**src/rtl/ex_operand_stage.sv**
```systemverilog
// ID/EX pipeline register and operand-select stage of the lx32 core.
// Holds one decoded instruction, applies MEM/WB forwarding and drives the ALU operands.

package lx32_pkg;
    typedef enum logic [3:0] {
        ALU_ADD  = 4'd0,
        ALU_SUB  = 4'd1,
        ALU_AND  = 4'd2,
        ALU_OR   = 4'd3,
        ALU_XOR  = 4'd4,
        ALU_SLL  = 4'd5,
        ALU_SRL  = 4'd6,
        ALU_SRA  = 4'd7,
        ALU_SLT  = 4'd8,
        ALU_SLTU = 4'd9
    } alu_op_e;
endpackage

package branches_pkg;
    typedef enum logic [2:0] {
        BR_EQ  = 3'd0,
        BR_NE  = 3'd1,
        BR_LT  = 3'd2,
        BR_GE  = 3'd3,
        BR_LTU = 3'd4,
        BR_GEU = 3'd5
    } branch_op_e;
endpackage

module ex_operand_stage #(
    parameter int WIDTH = 32
) (
    input  logic                     clk,
    input  logic                     rst,
    input  logic                     flush,

    input  logic                     id_valid,
    output logic                     id_ready,
    input  logic [WIDTH-1:0]         id_pc,
    input  logic [WIDTH-1:0]         id_rs1_data,
    input  logic [WIDTH-1:0]         id_rs2_data,
    input  logic [WIDTH-1:0]         id_imm,
    input  logic [4:0]               id_rs1_addr,
    input  logic [4:0]               id_rs2_addr,
    input  logic [4:0]               id_rd_addr,
    input  lx32_pkg::alu_op_e        id_alu_control,
    input  logic                     id_is_branch,
    input  branches_pkg::branch_op_e id_branch_op,
    input  logic                     id_src_a_pc,
    input  logic                     id_src_b_imm,
    input  logic                     id_reg_write,

    input  logic                     mem_fwd_we,
    input  logic [4:0]               mem_fwd_rd,
    input  logic [WIDTH-1:0]         mem_fwd_data,
    input  logic                     wb_fwd_we,
    input  logic [4:0]               wb_fwd_rd,
    input  logic [WIDTH-1:0]         wb_fwd_data,

    input  logic                     ex_ready,
    output logic                     ex_valid,
    output logic [WIDTH-1:0]         src_a,
    output logic [WIDTH-1:0]         src_b,
    output lx32_pkg::alu_op_e        alu_control,
    output logic                     is_branch,
    output branches_pkg::branch_op_e branch_op,
    output logic [WIDTH-1:0]         ex_pc,
    output logic [WIDTH-1:0]         ex_imm,
    output logic [WIDTH-1:0]         ex_store_data,
    output logic [4:0]               ex_rd_addr,
    output logic                     ex_reg_write
);
    import lx32_pkg::*;
    import branches_pkg::*;

    typedef struct packed {
        logic [WIDTH-1:0] pc;
        logic [WIDTH-1:0] rs1_data;
        logic [WIDTH-1:0] rs2_data;
        logic [WIDTH-1:0] imm;
        logic [4:0]       rs1_addr;
        logic [4:0]       rs2_addr;
        logic [4:0]       rd_addr;
        alu_op_e          alu_control;
        logic             is_branch;
        branch_op_e       branch_op;
        logic             src_a_pc;
        logic             src_b_imm;
        logic             reg_write;
    } payload_t;

    localparam payload_t PAYLOAD_RESET = '{
        pc:          '0,
        rs1_data:    '0,
        rs2_data:    '0,
        imm:         '0,
        rs1_addr:    '0,
        rs2_addr:    '0,
        rd_addr:     '0,
        alu_control: ALU_ADD,
        is_branch:   1'b0,
        branch_op:   BR_EQ,
        src_a_pc:    1'b0,
        src_b_imm:   1'b0,
        reg_write:   1'b0
    };

    payload_t         held;
    payload_t         incoming;
    logic             valid_q;
    logic             load;
    logic             stall;
    logic [WIDTH-1:0] rs1_fwd;
    logic [WIDTH-1:0] rs2_fwd;

    // MEM is the younger producer, so it wins over WB; x0 is hardwired zero and never forwarded.
    function automatic logic [WIDTH-1:0] forward(
        input logic [4:0]       addr,
        input logic [WIDTH-1:0] held_data,
        input logic             m_we,
        input logic [4:0]       m_rd,
        input logic [WIDTH-1:0] m_data,
        input logic             w_we,
        input logic [4:0]       w_rd,
        input logic [WIDTH-1:0] w_data
    );
        if (m_we && (m_rd == addr) && (addr != 5'd0)) begin
            return m_data;
        end else if (w_we && (w_rd == addr) && (addr != 5'd0)) begin
            return w_data;
        end
        return held_data;
    endfunction

    assign id_ready = !valid_q || ex_ready || flush;
    assign load     = id_valid && id_ready && !flush;
    assign stall    = valid_q && !ex_ready;

    always_comb begin
        incoming             = PAYLOAD_RESET;
        incoming.pc          = id_pc;
        incoming.rs1_data    = id_rs1_data;
        incoming.rs2_data    = id_rs2_data;
        incoming.imm         = id_imm;
        incoming.rs1_addr    = id_rs1_addr;
        incoming.rs2_addr    = id_rs2_addr;
        incoming.rd_addr     = id_rd_addr;
        incoming.alu_control = id_alu_control;
        incoming.is_branch   = id_is_branch;
        incoming.branch_op   = id_branch_op;
        incoming.src_a_pc    = id_src_a_pc;
        incoming.src_b_imm   = id_src_b_imm;
        incoming.reg_write   = id_reg_write;
    end

    // NOTE: sequential state uses non-blocking assignments so every register samples pre-edge values.
    always_ff @(posedge clk) begin
        if (rst) begin
            valid_q <= 1'b0;
        end else if (flush) begin
            valid_q <= 1'b0;
        end else if (load) begin
            valid_q <= 1'b1;
        end else if (valid_q && ex_ready) begin
            valid_q <= 1'b0;
        end
    end

    // NOTE: the payload is reset too, because its reset values are visible on the outputs.
    always_ff @(posedge clk) begin
        if (rst) begin
            held <= PAYLOAD_RESET;
        end else if (load) begin
            held <= incoming;
        end else if (stall) begin
            // Capture forwarded values so a producer retiring during the stall is not lost.
            held.rs1_data <= rs1_fwd;
            held.rs2_data <= rs2_fwd;
        end
    end

    assign rs1_fwd = forward(held.rs1_addr, held.rs1_data, mem_fwd_we, mem_fwd_rd, mem_fwd_data,
                             wb_fwd_we, wb_fwd_rd, wb_fwd_data);
    assign rs2_fwd = forward(held.rs2_addr, held.rs2_data, mem_fwd_we, mem_fwd_rd, mem_fwd_data,
                             wb_fwd_we, wb_fwd_rd, wb_fwd_data);

    assign ex_valid      = valid_q;
    assign src_a         = held.src_a_pc  ? held.pc  : rs1_fwd;
    assign src_b         = held.src_b_imm ? held.imm : rs2_fwd;
    assign ex_store_data = rs2_fwd;
    assign alu_control   = held.alu_control;
    assign branch_op     = held.branch_op;
    assign is_branch     = held.is_branch && valid_q;
    assign ex_reg_write  = held.reg_write && valid_q;
    assign ex_pc         = held.pc;
    assign ex_imm        = held.imm;
    assign ex_rd_addr    = held.rd_addr;

endmodule

```
**config.mk**
```make
export PLATFORM = sky130hd
export DESIGN_NAME = ex_operand_stage
export DESIGN_NICKNAME = d
export VERILOG_FILES = /design/src/rtl/ex_operand_stage.sv
export SDC_FILE = /design/constraint.sdc
export NUM_CORES = 1
export LEC_CHECK = 0
export ABC_AREA = 1
export CORE_ASPECT_RATIO = 1.75
export CORE_UTILIZATION = 25
export DETAILED_ROUTE_END_ITERATION = 6
export SYNTH_ARGS = -nofsm -noshare
export SYNTH_HDL_FRONTEND = slang
export SYNTH_SLANG_ARGS = --single-unit
```
**constraint.sdc**
```tcl
create_clock -name clk -period 1.9 [get_ports clk]
set_input_delay 0.285 -clock clk [delete_from_list [all_inputs] [get_ports clk]]
set_output_delay 0.285 -clock clk [all_outputs]
set_load 0.005 [all_outputs]
```
Word level (Yosys, flattened, before mapping)
Cells that the tools add are included.
{"block": "totals", "word_cells": 58, "out_inout_bits": 176, "ff_bits": 155, "inputBits": 235}
{"block": "op_classes", "reduce_logical": 24, "mux": 16, "n_eq_ne": 4}
{"op": "$mux W32", "count": 8}
{"op": "$mux W64", "count": 2}
{"op": "$eq A5 B5 Y1", "count": 4}
{"op": "$logic_and A1 B1 Y1", "count": 14}
{"op": "$reduce_bool A5 Y1", "count": 2}
{"op": "$mux W1", "count": 6}
{"op": "$reduce_bool A2 Y1", "count": 2}
{"op": "$logic_not A1 Y1", "count": 3}
{"op": "$logic_or A1 B1 Y1", "count": 2}
{"op": "$reduce_or A2 Y1", "count": 1}

Logic depth before layout (Yosys ltp)
{"block": "logic_depth", "ltp_word": 8, "depth_mapped": 15, "ltp_nobuf": 14}

Worst setup path after synthesis
OpenSTA, ideal clock, no wires.
{"block": "synth_timing", "path_type": "reg2out", "startpoint": "register held[19] (netlist bit)", "endpoint": "output src_b[12]", "required_time_ns": 1.615, "t_arrival_ns": 1.441, "path_buffers": 1, "stages_incl_launch_ff": 13, "setup_slack_ns": 0.174, "path_cell_list": "dfxtp_1 inv_2 nand3_1 nor2_2 nor2_1 nand3_2 nand2_8 inv_4 buf_6 nand2_2 and2_4 nand2_1 nand2_1"}
{"block": "synth_via", "elab_chain_len": 7, "elab_cells_between_ends": 12, "cone_classes": "eq/ne: 2; mux: 5; reduce/logical: 5"}
{"item": "start: declaration", "line": "108", "rtl": "payload_t held;"}
{"item": "start signal: assignment", "line": "174", "rtl": "held <= incoming;"}
{"item": "$eq A5 B5 Y1", "line": "129", "rtl": "end else if (w_we && (w_rd == addr) && (addr != 5'd0)) begin"}
{"item": "$logic_and A1 B1 Y1 (2 in series)", "line": "129"}
{"item": "$mux W1", "line": "129"}
{"item": "$mux W1", "line": "127", "rtl": "if (m_we && (m_rd == addr) && (addr != 5'd0)) begin"}
{"item": "$mux W32 (*)", "line": "132", "rtl": "return held_data;"}
{"item": "via ex_store_data[12]", "line": "69", "rtl": "output logic [WIDTH-1:0] ex_store_data,"}
{"item": "$mux W32 (*)", "line": "189", "rtl": "assign src_b = held.src_b_imm ? held.imm : rs2_fwd;"}
{"item": "end: declaration", "line": "63", "rtl": "output logic [WIDTH-1:0] src_b,"}
The timed path passes the listed nets; every way through them passes the cells marked *.

Worst setup path in the final report
{"block": "layout_timing", "startpoint": "register held[19] (netlist bit)", "endpoint": "output ex_store_data[3]"}
{"block": "layout_via", "elab_chain_len": 6, "elab_cells_between_ends": 11, "cone_classes": "eq/ne: 2; mux: 4; reduce/logical: 5"}
{"item": "$eq A5 B5 Y1", "line": "129"}
{"item": "$logic_and A1 B1 Y1 (2 in series)", "line": "129"}
{"item": "$mux W1", "line": "129"}
{"item": "$mux W1", "line": "127"}
{"item": "$mux W32 (*)", "line": "132"}
{"item": "end: declaration", "line": "69"}
Every way passes the cells marked *; elsewhere a longest branch is shown, timed or not.

==> results by group <==
Synth
  • Synth cell types: 34
  • Syn_area_per_cell: 6.18 um2
  • Syn_nets: 1,795
  • Post-synth top area cell: dfxtp_1
  • Area share of the largest cell type after synthesis: 32.2%
  • Post-synthesis adder-cell area fraction: 0%
  • Post-Synth XOR/XNOR Area: 0.182%
  • Multiplexer area fraction after synthesis: 0%
  • Synth Area in Simple Gates: 38.8%
  • Cell area after synthesis: 9640 um2
  • Yosys reg bits: 155
  • Largest family of logic cells by synthesized area: simple AND/OR/NAND/NOR gates
  • Post-Synthesis Cells: 1,560
  • Synth top area cells: dfxtp_1, nand2_1, nor2_1, nand3_1, o21ai_0
  • Sequential fraction of the synthesis area: 32.2%
  • Yosys Warn Count: 0
  • Compound-gate portion of the synthesized area: 13.1%

Global routing
  • Initial antenna violation count: 8
  • Largest net degree at the start of global routing: 64
  • First-pass GRT wire length: 70,700 um
  • Vias in the first global route: 12,200
  • All-layer global routing usage: 24.3%
  • Grt ovf: 0

Power
  • Sequential power share: 35.0%
  • Switch Pwr: 3.29 mW
  • Internal Power: 6.97 mW
  • Comb pwr share: 31.7%
  • Peak VDD IR: 0.553 mV
  • Pleak: 8.06 nW
  • P per Cell Area: 548 nW/um2
  • Power share of the clock group: 33.4%
  • Switching Share: 32.1%

Die
  • Die width: 150 um
  • Die Area: 39,400 um2
  • # rows: 94
  • Die Y: 262 um
  • Initial Util: 25.5%
  • Ports: 411
  • Core Footprint: 37,800 um2

Placement
  • Placed Cells: 2,441
  • Final Wtd Congestion: 0.851
  • DP Area: 14,800 um2
  • PortBufs: 410
  • Detailed placer's ending HPWL: 35,800 um

Final layout
  • Layout Nets: 2,325
  • Fraction of layout cells with a size suffix above 1: 36.0%
  • Final Util: 49.6%
  • Area grow syn2layout: 94.1%
  • Final instance area: 18,700 um2
  • Post-Layout Cell Count: 2,591
  • Filler Cells Inserted: 3,571

STA
  • Final setup margin: -0.723 ns
  • Minimum clock period: 2.62 ns
  • Fmax: 0.381 GHz
  • Fin Setup TNS: -60.28 ns
  • Rel. slew slack: 67.5%
  • Worst hold slack: 0.361 ns
  • Final hold violations: 0
  • Period utilization: 138%
  • Slew @ Worst Pin: 0.487 ns
  • Final setup vio count: 108
  • Final Max Tran Viols: 0
  • Clk_skew: 0.0116 ns
  • RSZ-0062 raised after global routing: true

Drt
  • Wire per inst: 19.4 um
  • Via Count: 12,300
  • Final WL: 50,300 um
  • Detailed router's first-iteration violation count: 545
  • DR pass1 iterations: 5
  • Post-DR vias/cell: 4.73
  • Post-detailed-route count of antenna-violating nets: 0
  • Drt drc: 0

Outcome
  • Failing checks: setup timing
  • Status: finished, violations left

Critical path
  • Crit Path Category: reg -> out
  • Worst-path fanout max: 5
  • CP endpoint kind: output port
  • Critical Path AT: 2.34 ns
  • Critical Path Start Type: register
  • CP Data Required Time: 1.62 ns

Clock network
  • CTS root buf: clkbuf_16
  • Clock Latency Late Sink: 0.45 ns
  • CTS sink cnt: 155
  • H-tree depth: 4
  • Clk slew on worst S/H paths: 0.07 ns
  • Hold buffers post-CTS: 0
  • TritonCTS clock tree: done
  • Inserted Clock Buffers: 17
  • Clock Tree Buf Depth: 2

Run
  • MaxCap Viol Count: 0

Hold path
  • Hold Path Class: in -> reg
-- cells by family (layout without fill, tap and decap cells) --
kind of cell              count (synthesis)  count (layout)
and+or+nand+nor                         863             864
xor gates and xnor gates                  2               2
AOI/OAI and AO/OA                       242             242
other                                     0               8
buffers and inverters                   298             840
DFF                                     155             155
-- flip-flops by register name, indices dropped and copies added (netlist names) --
register     cells
alu_control      4
held            78
ex_pc           32
branch_op        3
ex_imm          32
ex_valid         1
ex_rd_addr       5
-- synthesized netlist by cell type --
cell and number:
nand3_2 4, clkinv_1 1, nor3_1 1, a21oi_2 1
inv_2 14, buf_6 8, and2_1 8, nor2_2 3
nor2_1 218, a21oi_1 76, buf_4 82, o21ai_2 2
xor2_1 2, a31oi_1 19, o21ai_0 136, a211oi_1 2
nand2_2 21, nand3_1 161, inv_1 111, nand2_8 2
buf_2 23, o221a_2 1, buf_1 2, nor2_8 2
and2_4 19, nand2_1 420, o211ai_1 2, nor2_4 2
dfxtp_1 155, nand2_4 2, inv_4 1, clkbuf_1 56
o21ai_1 1, o22ai_1 2
-- power groups by stage --
| stage | Sequential, mW | Clock (mW) | Combinational [mW] |
|---|---|---|---|
| floorplan | 3.61 | 0 | 1.17 |
| global placement | 3.64 | 0 | 2.73 |
| detailed placement | 3.65 | 0 | 2.74 |
| CTS | 3.58 | 3.52 | 2.96 |
| global route | 3.61 | 3.67 | 3.49 |
| finish | 3.59 | 3.42 | 3.25 |
-- layout make-up --
| type | count | area, um2 | share of cell area (%) |
|---|---|---|---|
| multi-input combinational | 1108 | 6980 | 37.3 |
| timing repair buffer | 681 | 6900 | 36.8 |
| sequential | 155 | 3120 | 16.7 |
| tap | 480 | 601 | 3.21 |
| inverter | 127 | 537 | 2.87 |
| clock buffer | 20 | 457 | 2.44 |
| clock inverter | 12 | 105 | 0.562 |
| antenna | 8 | 20.0 | 0.107 |
-- layout by cell type (no fill, tap or decap), types with 11 or more instances in the layout --
cell type	count
clkdlybuf4s50_1	306
nand2_1	282
nor2_1	213
dfxtp_1	144
buf_4	141
o21ai_0	134
inv_1	105
buf_6	102
nand2_2	87
nand3_1	72
nand2_4	66
a21oi_1	62
nand3_4	60
buf_2	54
buf_12	42
nand3_2	33
and2_4	27
clkbuf_16	21
a21oi_2	15
a31oi_1	12
buf_8	12
inv_2	11
nand2_8	11
-- critical path, stage by stage (launching register included) --
cell and delay, ns:
dfxtp_2 0.34, buf_6 0.12, a21oi_2 0.12, nand2_2 0.08
nor2_4 0.15, nand2_8 0.11, nand2_8 0.11, buf_12 0.14
buf_12 0.14, buf_8 0.11, nand3_4 0.08, and2_4 0.16
buf_6 0.11, buf_6 0.10
-- per-stage QoR --
| stage | setup WS [ns] | total power [mW] |
|---|---|---|
| after floorplan | 0.174 | 4.77 |
| after global placement | -1.17 | 6.37 |
| after detailed placement | -1.19 | 6.39 |
| after CTS | -0.797 | 10.1 |
| after global routing | -0.835 | 10.8 |
| final | -0.723 | 10.3 |
-- path summary, 6_finish.rpt --
| kind | cells past startpoint | from | to | slack (ns) |
|---|---|---|---|---|
| setup reg to reg | 15 | held[19] | held[82] | -0.10 |
| hold / removal | 3 | rst | held[102] | 0.36 |
| hold reg to reg | 2 | held[116] | held[116] | 0.47 |
| setup / recovery | 13 | held[19] | ex_store_data[3] | -0.72 |
-- routing by layer --
metal	GRT usage [%]	share of wire, %
met4	13.3	5.3
met3	5.07	6.1
met5	0	0.026
met2	44.1	52
met1	25.9	36
-- what timing repair did --
action	in CTS	in global routing
endpoints found under the setup margin	104	134
setup buffers	61	53
pin swaps	87	125
cloned	8	4
resized for setup	686	326
Power figures use the tool's default switching activity.
